File: src/rtl/vga_timing_pkg.sv
// Mode constants and derived totals for the raster timing generator.
// Shared by vga_axis_counter and vga_timing_gen.
package vga_timing_pkg;

  localparam int unsigned CW_DEF = 10;

  localparam int unsigned H_ACTIVE_640 = 640;
  localparam int unsigned H_FP_640     = 16;
  localparam int unsigned H_SYNC_640   = 96;
  localparam int unsigned H_BP_640     = 48;
  localparam int unsigned V_ACTIVE_640 = 480;
  localparam int unsigned V_FP_640     = 10;
  localparam int unsigned V_SYNC_640   = 2;
  localparam int unsigned V_BP_640     = 33;

  localparam int unsigned H_ACTIVE_800 = 800;
  localparam int unsigned H_FP_800     = 40;
  localparam int unsigned H_SYNC_800   = 128;
  localparam int unsigned H_BP_800     = 88;
  localparam int unsigned V_ACTIVE_800 = 600;
  localparam int unsigned V_FP_800     = 1;
  localparam int unsigned V_SYNC_800   = 4;
  localparam int unsigned V_BP_800     = 23;
  localparam int unsigned CW_800       = 11;
  localparam bit          HS_POL_800   = 1'b1;
  localparam bit          VS_POL_800   = 1'b1;

  function automatic int unsigned axis_total(
    input int unsigned act,
    input int unsigned fp,
    input int unsigned sync,
    input int unsigned bp
  );
    return act + fp + sync + bp;
  endfunction

  function automatic int unsigned h_total(
    input int unsigned act,
    input int unsigned fp,
    input int unsigned sync,
    input int unsigned bp
  );
    return axis_total(act, fp, sync, bp);
  endfunction

  function automatic int unsigned v_total(
    input int unsigned act,
    input int unsigned fp,
    input int unsigned sync,
    input int unsigned bp
  );
    return axis_total(act, fp, sync, bp);
  endfunction

endpackage

File: src/rtl/vga_axis_counter.sv
// One raster axis: wrapping position counter, carry in/out, window decode.
// Ports: clk, rst_n, cin -> pos, cout, act, sync_win, first.
module vga_axis_counter
  import vga_timing_pkg::*;
#(
  parameter int unsigned ACTIVE = H_ACTIVE_640,
  parameter int unsigned FP     = H_FP_640,
  parameter int unsigned SYNC   = H_SYNC_640,
  parameter int unsigned BP     = H_BP_640,
  parameter int unsigned CW     = CW_DEF
) (
  input  logic          clk,
  input  logic          rst_n,
  input  logic          cin,
  output logic [CW-1:0] pos,
  output logic          cout,
  output logic          act,
  output logic          sync_win,
  output logic          first
);

  localparam int unsigned TOTAL =
    axis_total(ACTIVE, FP, SYNC, BP);
  localparam int unsigned SYNC_LO = ACTIVE + FP;
  localparam int unsigned SYNC_HI = SYNC_LO + SYNC;
  localparam logic [CW-1:0] LAST = CW'(TOTAL - 1);

  if (SYNC == 0) begin : g_bad_sync
    $error("vga_axis_counter: sync width must be nonzero");
  end
  if (longint'(TOTAL) > (longint'(1) << CW)) begin : g_bad_cw
    $error("vga_axis_counter: TOTAL-1 does not fit in CW bits");
  end

  logic [CW-1:0] pos_q, pos_d;
  logic [31:0]   pos_w;

  always_comb begin
    pos_d = pos_q;
    cout  = 1'b0;
    if (cin) begin
      if (pos_q == LAST) begin
        pos_d = '0;
        cout  = 1'b1;
      end else begin
        pos_d = pos_q + CW'(1);
      end
    end
  end

  always_ff @(posedge clk or negedge rst_n) begin
    if (!rst_n) pos_q <= '0;
    else        pos_q <= pos_d;
  end

  assign pos_w    = 32'(pos_q);
  assign pos      = pos_q;
  assign act      = pos_w < ACTIVE;
  assign sync_win = (pos_w >= SYNC_LO) && (pos_w < SYNC_HI);
  assign first    = pos_q == '0;

endmodule

File: src/rtl/vga_timing_gen.sv
// Parametrised raster timing generator with registered, aligned outputs.
// Optional completed-frame counter port when VGA_TIMING_FRAME_CNT_EN is set.
module vga_timing_gen
  import vga_timing_pkg::*;
#(
  parameter int unsigned H_ACTIVE = H_ACTIVE_640,
  parameter int unsigned H_FP     = H_FP_640,
  parameter int unsigned H_SYNC   = H_SYNC_640,
  parameter int unsigned H_BP     = H_BP_640,
  parameter int unsigned V_ACTIVE = V_ACTIVE_640,
  parameter int unsigned V_FP     = V_FP_640,
  parameter int unsigned V_SYNC   = V_SYNC_640,
  parameter int unsigned V_BP     = V_BP_640,
  parameter bit          HS_POL   = 1'b0,
  parameter bit          VS_POL   = 1'b0,
  parameter int unsigned CW       = CW_DEF
) (
  input  logic          pclk,
  input  logic          reset,
  input  logic          en,
  output logic          hsync,
  output logic          vsync,
  output logic          valid,
  output logic [CW-1:0] h_cnt,
  output logic [CW-1:0] v_cnt,
  output logic          line_start,
  output logic          frame_start
`ifdef VGA_TIMING_FRAME_CNT_EN
  ,
  output logic [15:0]   frame_cnt
`endif
);

  logic [CW-1:0] h_pos, v_pos;
  logic h_cout, h_act, h_sync, h_first;
  logic v_wrap_unused, v_act, v_sync, v_first;

  vga_axis_counter #(
    .ACTIVE(H_ACTIVE), .FP(H_FP), .SYNC(H_SYNC),
    .BP(H_BP), .CW(CW)
  ) u_h (
    .clk(pclk), .rst_n(reset), .cin(en),
    .pos(h_pos), .cout(h_cout), .act(h_act),
    .sync_win(h_sync), .first(h_first)
  );

  vga_axis_counter #(
    .ACTIVE(V_ACTIVE), .FP(V_FP), .SYNC(V_SYNC),
    .BP(V_BP), .CW(CW)
  ) u_v (
    .clk(pclk), .rst_n(reset), .cin(h_cout),
    .pos(v_pos), .cout(v_wrap_unused), .act(v_act),
    .sync_win(v_sync), .first(v_first)
  );

  logic          hsync_q, hsync_d;
  logic          vsync_q, vsync_d;
  logic          valid_q, valid_d;
  logic [CW-1:0] h_cnt_q, h_cnt_d;
  logic [CW-1:0] v_cnt_q, v_cnt_d;
  logic          line_start_q, line_start_d;
  logic          frame_start_q, frame_start_d;

  // Strobes default low so a stall never stretches them.
  always_comb begin
    hsync_d       = hsync_q;
    vsync_d       = vsync_q;
    valid_d       = valid_q;
    h_cnt_d       = h_cnt_q;
    v_cnt_d       = v_cnt_q;
    line_start_d  = 1'b0;
    frame_start_d = 1'b0;
    if (en) begin
      hsync_d       = h_sync ? HS_POL : ~HS_POL;
      vsync_d       = v_sync ? VS_POL : ~VS_POL;
      valid_d       = h_act && v_act;
      h_cnt_d       = h_act ? h_pos : '0;
      v_cnt_d       = v_act ? v_pos : '0;
      line_start_d  = h_first;
      frame_start_d = h_first && v_first;
    end
  end

  always_ff @(posedge pclk or negedge reset) begin
    if (!reset) begin
      hsync_q       <= ~HS_POL;
      vsync_q       <= ~VS_POL;
      valid_q       <= 1'b0;
      h_cnt_q       <= '0;
      v_cnt_q       <= '0;
      line_start_q  <= 1'b0;
      frame_start_q <= 1'b0;
    end else begin
      hsync_q       <= hsync_d;
      vsync_q       <= vsync_d;
      valid_q       <= valid_d;
      h_cnt_q       <= h_cnt_d;
      v_cnt_q       <= v_cnt_d;
      line_start_q  <= line_start_d;
      frame_start_q <= frame_start_d;
    end
  end

  assign hsync       = hsync_q;
  assign vsync       = vsync_q;
  assign valid       = valid_q;
  assign h_cnt       = h_cnt_q;
  assign v_cnt       = v_cnt_q;
  assign line_start  = line_start_q;
  assign frame_start = frame_start_q;

`ifdef VGA_TIMING_FRAME_CNT_EN
  logic [15:0] frame_cnt_q, frame_cnt_d;
  logic        seen_q, seen_d;

  // The first frame_start after reset opens a frame, it completes none.
  always_comb begin
    frame_cnt_d = frame_cnt_q;
    seen_d      = seen_q;
    if (en && h_first && v_first) begin
      seen_d = 1'b1;
      if (seen_q) frame_cnt_d = frame_cnt_q + 16'd1;
    end
  end

  always_ff @(posedge pclk or negedge reset) begin
    if (!reset) begin
      frame_cnt_q <= '0;
      seen_q      <= 1'b0;
    end else begin
      frame_cnt_q <= frame_cnt_d;
      seen_q      <= seen_d;
    end
  end

  assign frame_cnt = frame_cnt_q;
`endif

endmodule

File: config.mk
export PLATFORM = sky130hd
export DESIGN_NAME = vga_timing_gen
export DESIGN_NICKNAME = d
export VERILOG_FILES = /design/src/rtl/vga_timing_pkg.sv /design/src/rtl/vga_axis_counter.sv /design/src/rtl/vga_timing_gen.sv
export SDC_FILE = /design/constraint.sdc
export NUM_CORES = 1
export LEC_CHECK = 0
export BUFFER_PORTS_ARGS = -buffer_cell sky130_fd_sc_hd__buf_2
export CAP_MARGIN = 5
export CORE_MARGIN = 8
export CORE_UTILIZATION = 54
export DETAILED_ROUTE_END_ITERATION = 12
export HOLD_SLACK_MARGIN = 0.1
export PLACE_DENSITY = 0.76
export SLEW_MARGIN = 0
export SYNTH_ARGS = -nofsm -noshare
export SYNTH_HDL_FRONTEND = slang
export SYNTH_SLANG_ARGS = --single-unit
File: constraint.sdc
create_clock -name pclk -period 2.3 [get_ports pclk]
set_input_delay 0.345 -clock pclk [delete_from_list [all_inputs] [get_ports pclk]]
set_output_delay 0.345 -clock pclk [all_outputs]
set_load 0.005 [all_outputs]
==> metrics <==
critical path's slowest cell=or3_4; I/O Pins=28; top cells by area, synth=dfrtp_1 (52%), a22o_1 (7.2%), nand2_1 (2.7%), dfstp_2 (2.6%), xnor2_1 (2.6%); Achievable Freq=between 0.5 and 0.6 GHz; initial antenna violation count=0; Die Width=77.7 um; crit share post-route=78.7%; delay-heaviest family, CP=simple AND/OR/NAND/NOR gates; row cnt=22; H-tree depth=2; syn_area_per_cell=10.9 um2; Longest Clk Path Bufs=2; CP Capture Type=flip-flop; CP Data Required Time=between 2 and 3 ns; register area share after synthesis=54.9%; CTS buffer count=5; gpl congestion=0.815; Layout area overhead=13.9%; critical path class=flip-flop to flip-flop; commonest cells in the netlist=dfrtp_1 (43), a22o_1 (17), nand2_1 (15), nand3_1 (10), nor2_1 (10); Non-Filler Instances=265; min-delay src=en; Rel. slew slack=62.0%; r2r startpoint=u_h.pos[0]; largest net degree at the start of global routing=22; most common cell in the netlist=dfrtp_1; total track usage=14.9%; RR Endpoint=u_v.pos[3]; clock power share=31.7%; EDFF count, synth=0; CP max FO=7; WHS Path Cells=2; R2R setup slack=0.49 ns; Netlist cell types=43; RSZ-0062 raised after global routing=false; max cap viols=0; Cell Int Power=1.35 mW; hpwl dp=3.16 mm; placed cell count=256; first-pass GRT wire length=7.42 mm; Sinks on Clock Net=45; Antenna Cells=0; slew at the pin closest to its max-slew limit=0.568 ns; Post-synth top flop=dfrtp_1; total congestion overflow=0; Final Setup Violations=0; Max rail drop VDD=0.000516 V; Syn Inst Count=189; fraction of layout cells with a size suffix above 1=21.2%; status=finished clean; asr flop ratio synth=100%; die height=77.7 um; core box area=3660 um2; Fin Setup TNS=0 ns; slowest stage delay, CP=around 0.42 ns; R2R depth=5; Gate power share=between 10% and 20%; startpoint types=flip-flop; sequential share of power=53.2%; DRC=0; Initial Util=56.2%; DR vias/cell=roughly 5.8; Slew Limit Fails=0; via count=1548; Post-CTS Setup Inserts=0; TritonCTS clock tree=built; Lkg Pwr=1.17 nW; Hold Fails Final Rpt=0; First-pass DRT Iterations=4; Hold Path Class=input port to flip-flop; synthesized flop and latch total=45; Die Area=6040 um2; overall routed net length=between 4 and 5 mm; Root Driver=clkbuf_8; Yosys warnings=0; Port Buffers=27; Reg clk slew, reported paths=0.09 ns; fin crit period=1.81 ns; area leader, netlist=dfrtp_1; Sw Ratio=between 20% and 30%; post-synth top area share=52.3%; Avg WL per Cell=15.9 um; hold endpoint=v_cnt[9]; power per cell area=~800 nW/um2; Critical path buffers and inverters=0; Clock Skews=0.00647 ns; remaining antenna violation count after routing=0; Net Sw Power=0.531 mW; Total Nets Final=223; worst path arrival time=2.05 ns; Clock Latency Late Sink=0.30 ns; syn_nets=196; vias in the first global route=1540; crit-path cells=ha_1 > nand4_2 > or3_4 > or3_1 > nand3_1; area of the mapped netlist=2060 um2; DR iter-0 viols=65
## how the worst max path moves through the flow
stage                     startpoint          to  cells after the start
after floorplan           u_h.pos[0]  u_v.pos[3]                      5
after global placement            en  u_v.pos[7]                      5
after detailed placement          en  u_v.pos[3]                      5
after CTS                 u_h.pos[0]  u_v.pos[3]                      5
after global routing      u_h.pos[0]  u_v.pos[9]                      5
final                     u_h.pos[0]  u_v.pos[3]                      5
## per-layer routing
metal	routed length (um)	vias up	global-route usage, %
met4	48	0	5.28
met3	252	6	5.07
met1	1870	769	18.2
met2	2040	38	23.8
met5	0	-	0
li1	-	735	-
## cells by family (layout without fill, tap and decap cells)
logic type / count (synthesis) / after routing / synth area share (%)
xor gates and xnor gates: 8 / 8 / 3.41
adders and majority gates: 4 / 4 / 2.43
and+or+nand+nor: 73 / 73 / 20.8
AOI/OAI and AO/OA: 39 / 39 / 13.7
DFF: 45 / 45 / 54.9
muxes: 1 / 1 / 0.487
buffers and inverters: 19 / 47 / 4.26
## layout by cell type, fill, tap and decap left out, types with 6 or more instances in the layout
master,n
dfrtp_1,43
inv_1,8
o21ai_0,8
and3_1,7
xnor2_1,6
nand2_1,15
a22o_1,17
nand3_1,10
buf_2,27
nor2_1,10
## worst reg2reg max path: cells and delay by family, from the launching register on
family | cells | cell delay [ns]
flip-flops | 1 | 0.41
AND/OR/NAND/NOR | 4 | 1.09
adder cells (fa/ha/maj) | 1 | 0.25
## final cells by class
cell class	instances	area, um2
Clock inverter	3	46.3
Timing Repair Buffer	31	168
Tap cell	48	60.1
Clock buffer	5	68.8
Sequential cell	45	1130
Inverter	8	30.0
Multi-Input combinational cell	125	841
Fill cell	272	1320
## what timing repair did
item                       CTS  global route
hold buffers                 1             0
resized for setup            0             0
setup endpoints to repair    0             0
hold endpoints to repair    18             0
## per-stage QoR
stage	setup WS, ns	util, %	hold WS [ns]	area (um2)	power, mW
2_1_floorplan	0.668	-	0.0494	2060	1.20
3_3_place_gp	0.521	60.6	0.300	2220	1.29
3_5_place_dp	0.500	60.6	0.307	2220	1.30
4_1_cts	0.503	64.0	0.405	2340	1.89
5_1_grt	0.277	64.0	0.432	2340	1.98
6_report	0.489	64.0	0.412	2340	1.88
## registers in the layout (all words and copies together), names as in the netlist
signal,cells
frame_start,1
h_cnt,10
hsync,1
line_start,1
u_h.pos,10
u_v.pos,10
v_cnt,10
valid,1
vsync,1
## power by group through the flow
| stage | clock network, mW | registers [mW] | logic [mW] |
|---|---|---|---|
| 6_report | 0.596 | 0.999 | 0.284 |
| 2_1_floorplan | 0 | 0.947 | 0.255 |
| 5_1_grt | 0.637 | 1.02 | 0.320 |
| 3_3_place_gp | 0 | 1.01 | 0.280 |
| 3_5_place_dp | 0 | 1.01 | 0.286 |
| 4_1_cts | 0.606 | 0.997 | 0.288 |
No activity file was read; power rests on OpenSTA's default activity.
